`config.mk`:
```
export PLATFORM = sky130hd
export DESIGN_NAME = switch_sequencer
export DESIGN_NICKNAME = d
export VERILOG_FILES = /design/src/rtl/raman_pkg.sv /design/src/rtl/switch_trig_detect.sv /design/src/rtl/switch_sequencer.sv
export SDC_FILE = /design/constraint.sdc
export NUM_CORES = 1
export LEC_CHECK = 0
export ABC_CLOCK_PERIOD_IN_PS = 4500
export CAP_MARGIN = 30
export CORE_UTILIZATION = 25
export DETAILED_ROUTE_END_ITERATION = 10
export PLACE_DENSITY = 0.48
export SLEW_MARGIN = 25
export SYNTH_ARGS = -nofsm -noshare
export SYNTH_HDL_FRONTEND = slang
export SYNTH_SLANG_ARGS = --single-unit
```
`constraint.sdc`:
```
create_clock -name clk -period 4.5 [get_ports clk]
set_input_delay 1.125 -clock clk [delete_from_list [all_inputs] [get_ports clk]]
set_output_delay 1.125 -clock clk [all_outputs]
set_load 0.005 [all_outputs]
```
`src/rtl/raman_pkg.sv`:
```
// Shared encodings for the Raman switch sequencer: mode values and FSM states.
package raman_pkg;

   localparam logic [1:0] MODE_CYCLE    = 2'b00;
   localparam logic [1:0] MODE_HOLD     = 2'b01;
   localparam logic [1:0] MODE_PINGPONG = 2'b10;

   typedef enum logic {
      ST_RUN    = 1'b0,
      ST_SETTLE = 1'b1
   } seq_state_t;

endpackage

```
`src/rtl/switch_trig_detect.sv`:
```
// Scan-point compare against the acquisition counters plus rising-edge detect,
// giving one trig pulse per match episode.
module switch_trig_detect #(
   parameter int POINTS      = 10,
   parameter int MEASURES    = 100,
   parameter int TRIG_OFFSET = 50,
   parameter int MEAS_W      = 17,
   parameter int POINT_W     = 11
) (
   input  logic               clk,
   input  logic               rst,
   input  logic               enable,
   input  logic [MEAS_W-1:0]  cnt_measure,
   input  logic [POINT_W-1:0] cnt_point,
   output logic               trig
);

   // One extra bit so POINTS+TRIG_OFFSET cannot silently wrap the compare.
   localparam logic [POINT_W:0]  TRIG_POINT = (POINT_W+1)'(POINTS + TRIG_OFFSET);
   localparam logic [MEAS_W-1:0] LAST_MEAS  = MEAS_W'(MEASURES - 1);

   logic match;
   logic match_d;

   assign match = (cnt_measure == LAST_MEAS) && ({1'b0, cnt_point} == TRIG_POINT);

   always_ff @(posedge clk or posedge rst) begin
      if (rst) match_d <= 1'b0;
      else     match_d <= match;
   end

   assign trig = match & ~match_d & enable;

endmodule

```
`src/rtl/switch_sequencer.sv`:
```
// Optical switch sequencer: steps the switch once per scan trigger in cycle, hold or
// ping-pong mode, blanks data for a settle window and flags frame completion and overruns.
module switch_sequencer
   import raman_pkg::*;
#(
   parameter int POINTS        = 10,
   parameter int MEASURES      = 100,
   parameter int TRIG_OFFSET   = 50,
   parameter int CHANNELS      = 2,
   parameter int SETTLE_CYCLES = 64,
   parameter int MEAS_W        = 17,
   parameter int POINT_W       = 11,
   localparam int CH_W         = (CHANNELS > 2) ? $clog2(CHANNELS) : 1
) (
   input  logic                clk,
   input  logic                rst,
   input  logic                enable,
   input  logic [1:0]          mode,
   input  logic [CH_W-1:0]     hold_ch,
   input  logic [MEAS_W-1:0]   cnt_measure,
   input  logic [POINT_W-1:0]  cnt_point,
   output logic [CH_W-1:0]     switch_sel,
   output logic [CHANNELS-1:0] switch_onehot,
   output logic                settling,
   output logic                frame_done,
   output logic                overrun,
   output logic [15:0]         switch_cnt
);

   localparam int             SC_W    = (SETTLE_CYCLES > 2) ? $clog2(SETTLE_CYCLES) : 1;
   localparam logic [CH_W-1:0] LAST_CH = CH_W'(CHANNELS - 1);
   localparam logic [SC_W-1:0] SC_LOAD = SC_W'(SETTLE_CYCLES - 1);

   logic trig;

   switch_trig_detect #(
      .POINTS      (POINTS),
      .MEASURES    (MEASURES),
      .TRIG_OFFSET (TRIG_OFFSET),
      .MEAS_W      (MEAS_W),
      .POINT_W     (POINT_W)
   ) u_trig (
      .clk         (clk),
      .rst         (rst),
      .enable      (enable),
      .cnt_measure (cnt_measure),
      .cnt_point   (cnt_point),
      .trig        (trig)
   );

   seq_state_t          state, state_nx;
   logic [SC_W-1:0]     settle_cnt, settle_cnt_nx;
   logic                pp_up, pp_up_nx;
   logic [CH_W-1:0]     sel_nx;
   logic [CHANNELS-1:0] onehot_nx;
   logic                settling_nx, frame_done_nx, overrun_nx;
   logic [15:0]         switch_cnt_nx;
   logic [CH_W-1:0]     cand;
   logic                cand_up;

   // Candidate channel for a trigger now; cand_up is the ping-pong direction afterwards.
   // Non-ping-pong triggers leave the direction "up" so entering ping-pong starts upward.
   always_comb begin
      cand    = switch_sel;
      cand_up = 1'b1;
      case (mode)
         MODE_CYCLE: cand = (switch_sel == LAST_CH) ? '0 : switch_sel + 1'b1;
         MODE_PINGPONG: begin
            if (pp_up) begin
               if (switch_sel == LAST_CH) begin
                  cand    = switch_sel - 1'b1;
                  cand_up = 1'b0;
               end else begin
                  cand    = switch_sel + 1'b1;
               end
            end else begin
               if (switch_sel == '0) begin
                  cand    = CH_W'(1);
               end else begin
                  cand    = switch_sel - 1'b1;
                  cand_up = 1'b0;
               end
            end
         end
         default: cand = (hold_ch > LAST_CH) ? LAST_CH : hold_ch;
      endcase
   end

   always_comb begin
      state_nx      = state;
      settle_cnt_nx = settle_cnt;
      pp_up_nx      = pp_up;
      sel_nx        = switch_sel;
      onehot_nx     = switch_onehot;
      settling_nx   = settling;
      frame_done_nx = 1'b0;
      overrun_nx    = overrun;
      switch_cnt_nx = switch_cnt;
      case (state)
         ST_RUN: begin
            if (trig) begin
               pp_up_nx = cand_up;
               if (cand != switch_sel) begin
                  sel_nx        = cand;
                  onehot_nx     = CHANNELS'(1) << cand;
                  switch_cnt_nx = switch_cnt + 16'd1;
                  frame_done_nx = (cand == '0) &&
                                  ((mode == MODE_CYCLE) || (mode == MODE_PINGPONG));
                  if (SETTLE_CYCLES != 0) begin
                     state_nx      = ST_SETTLE;
                     settling_nx   = 1'b1;
                     settle_cnt_nx = SC_LOAD;
                  end
               end
            end
         end
         ST_SETTLE: begin
            if (trig) overrun_nx = 1'b1;
            if (settle_cnt == '0) begin
               state_nx    = ST_RUN;
               settling_nx = 1'b0;
            end else begin
               settle_cnt_nx = settle_cnt - 1'b1;
            end
         end
         default: state_nx = ST_RUN;
      endcase
   end

   always_ff @(posedge clk or posedge rst) begin
      if (rst) begin
         state         <= ST_RUN;
         settle_cnt    <= '0;
         pp_up         <= 1'b1;
         switch_sel    <= '0;
         switch_onehot <= CHANNELS'(1);
         settling      <= 1'b0;
         frame_done    <= 1'b0;
         overrun       <= 1'b0;
         switch_cnt    <= '0;
      end else begin
         state         <= state_nx;
         settle_cnt    <= settle_cnt_nx;
         pp_up         <= pp_up_nx;
         switch_sel    <= sel_nx;
         switch_onehot <= onehot_nx;
         settling      <= settling_nx;
         frame_done    <= frame_done_nx;
         overrun       <= overrun_nx;
         switch_cnt    <= switch_cnt_nx;
      end
   end

endmodule

```
==> run_results.csv <==
group,metric,value,unit
floorplan,die_w,80.9,µm
layout,syn_to_final_growth,45.9,%
critical_path,crit_path_end_kind,"flop",
power_and_ir_drop,p_sw,0.115,mW
place,placed_cell_area,2170,µm²
clock_tree,cts_buffers,5,
synth,synth_cell_types,44,
sta,hold_viol,0,
sta,fmax,318,MHz
clock_tree,clock-sinks,29,
power_and_ir_drop,p_sw_frac,0.211,
layout,multi_input_area,776,µm²
clock_tree,postCtsHoldBufs,0,
synth,syn_area,1560,µm²
synth,synth-seq-cells,29,
critical_path,crit_type,"in2reg",
clock_tree,clock-root-buffer,"clkbuf_8",
power_and_ir_drop,vdd_drop_max,0.132,mV
route,routed_wl,3920,µm
layout,drive_above_1_share,0.110,
sta,fin_skew,0.00668,ns
floorplan,start_util,0.261,
clock_tree,h-tree-depth,2,
clock_tree,clk_pin_slew_worst_paths,0.06,ns
critical_path,crit_required,4.66,ns
layout,antennaDiodeCount,0,
critical_path,critPathMaxFanout,8,
sta,setup-violations-final,0,
layout,layout.nets,236,
power_and_ir_drop,clkPwrFrac,0.437,
global_routing,grt_pass1_vias,1302,
place,dpl.hpwl,3020,µm
clock_tree,clock_path_buffers,2,
critical_path,worst_setup_path_start_kind,"input port",
floorplan,io_pins,56,
layout,n_fill_cell,606,
sta,tightest_slew,0.888,ns
route,drc,0,
clock_tree,cts_tree,"done",
synth,syn_avg_cell_area,11.0,µm²
clock_tree,cts_resized,0,
synth,ys_warn_count,0,
sta,timing.final.crit_share,0.699,
clock_tree,clock_latency,0.28,ns
place,place_congestion,0.762,
global_routing,grt_util_all_layers,0.133,
power_and_ir_drop,p_seq_frac,0.481,
critical_path,critPathLaunch,"cnt_measure[9]",
global_routing,grt_max_degree,30,
power_and_ir_drop,p_leak,1.00,nW
power_and_ir_drop,p_int,0.428,mW
floorplan,dieArea,6540,µm²
sta,maxSlewViolCount,0,
route,ant_nets,0,
global_routing,antenna_found_initial,0,
layout,seqCellArea,727,µm²
synth,yosysSeqAreaShare,0.467,
floorplan,row_count,28,
synth,yosys.area.top_type,"dfrtp_1",
route,drt_iter0_markers,57,
critical_path,r2r_start,"switch_cnt[0]",
layout,finalInstanceArea,2270,µm²
worst_hold_path,hp-start,"overrun",
power_and_ir_drop,power_density,239,nW/µm²
floorplan,fp.dieH,80.9,µm
critical_path,cp.arrival,3.31,ns
route,route.vias.total,1303,
floorplan,core-area,5960,µm²
sta,slew-limit-headroom,0.393,
sta,rsz0062_at_grt,"no",
global_routing,gr-total-overflow,0,
synth,synth_fp_nets,178,
outcome,status,"finished, final reports clean",
synth,synth_top_area_frac,0.451,
power_and_ir_drop,p_comb_frac,0.082,
clock_tree,post-cts-setup-buffers,0,
synth,synthTopCellsByArea,"dfrtp_1 45%, xnor2_1 6.2%, nor4b_4 4.6%",
worst_hold_path,holdCritPathClass,"reg2reg",
sta,period_needed,3.15,ns
route,dr.pass1.iters,4,
route,wire_per_inst,14.2,µm
place,placement.io_buffers,54,
global_routing,grt_first_pass_wirelength,6490,µm
layout,utilization,0.381,
job,cap_violations,0,
synth,synthCells,141,
sta,tns,0,ns
route,via_per_inst,4.74,
[synthesized netlist by cell type, drive strengths merged]
cell     instances
a2111oi          1
a21o             1
a21oi            5
a221oi           1
a31oi            2
and2             2
and3             3
and3b            1
and4             1
and4bb           1
buf              2
clkbuf           1
dfrtp           28
dfstp            1
ha               3
inv              8
mux2             2
mux2i            1
nand2           15
nand2b           5
nand3            2
nand4            9
nand4bb          1
nor2             5
nor2b            1
nor3             9
nor3b            1
nor4             4
nor4b            4
o22a             1
or2              1
or3              2
or4b             1
xnor2           11
xor2             5
[per-layer routing]
| metal | up-vias | routed length (µm) | global-route usage |
|---|---|---|---|
| met1 | 647 | 1710 | 0.166 |
| met2 | 30 | 1970 | 0.222 |
| li1 | 619 | - | - |
| met3 | 7 | 155 | 0.0225 |
| met4 | 0 | 77 | 0.0643 |
| met5 | - | 0 | 0 |
[layout make-up]
class | count | share of cell area
Inverter | 8 | 0.0132
Clock inverter | 1 | 0.00221
Clock buffer | 7 | 0.0425
Timing Repair Buffer | 54 | 0.238
Multi-Input combinational cell | 101 | 0.342
Sequential cell | 29 | 0.320
Tap cell | 75 | 0.0414
[through the flow]
step / total power [mW] / instances / hold slack [ns] / worst slack [ns]
2_1_floorplan: 0.277 / 141 / 0.451 / 1.78
3_3_place_gp: 0.310 / 267 / 0.441 / 1.09
3_5_place_dp: 0.311 / 267 / 0.448 / 1.09
4_1_cts: 0.552 / 275 / 0.463 / 1.36
5_1_grt: 0.567 / 275 / 0.499 / 1.16
6_report: 0.542 / 275 / 0.460 / 1.35
[sequential cells by signal, indices dropped and copies added, names as in the netlist]
| signal | count |
|---|---|
| frame_done | 1 |
| overrun | 1 |
| settle_cnt | 6 |
| settling | 1 |
| state | 1 |
| switch_cnt | 16 |
| switch_onehot | 1 |
| switch_sel | 1 |
| u_trig.match_d | 1 |
[power by group through the flow]
stage               combinational (mW)  clock (mW)  sequential, mW
finish                          0.0444       0.237           0.261
floorplan                       0.0113           0           0.266
CTS                             0.0454       0.245           0.261
global route                    0.0485       0.258           0.261
global placement                0.0442           0           0.266
detailed placement              0.0452           0           0.266
[path summary, 6_finish.rpt]
check	to	slack (ns)	depth (start not counted)
min	overrun	0.46	1
max reg2reg	switch_cnt[14]	2.24	6
min in group asynchronous	settling	1.24	2
min reg2reg	overrun	0.46	1
max in group asynchronous	switch_cnt[11]	2.85	2
max	switch_cnt[15]	1.35	6
[kinds of logic (layout without fill, tap and decap cells)]
group | after synthesis | after routing | share of synthesized area
simple gates | 68 | 68 | 0.318
mux | 3 | 3 | 0.0209
compound gates | 11 | 11 | 0.0459
xor+xnor | 16 | 16 | 0.0901
buf+inv | 11 | 70 | 0.0338
flops | 29 | 29 | 0.467
fa+ha+maj | 3 | 3 | 0.0241
[critical path, stage by stage]
cell             delay [ns]
clkdlybuf4s50_1        0.40
nor4b_1                0.41
nand2_1                0.22
nor4_2                 0.73
nand4_1                0.23
xnor2_1                0.19
[cell usage in the layout, fill, tap and decap left out, types with 2 or more instances in the layout]
cell              n
clkdlybuf4s50_1  54
dfrtp_1          28
nand2_1          15
xnor2_1          11
nand4_1           8
nor3_1            7
inv_1             7
clkbuf_8          7
nand2b_1          5
nor2_1            5
a21oi_1           5
xor2_1            5
nor4b_4           3
and3_1            3
ha_1              3
nor4_1            2
a31oi_1           2
nand3_1           2
or3_1             2
Power figures use the tool's default switching activity.
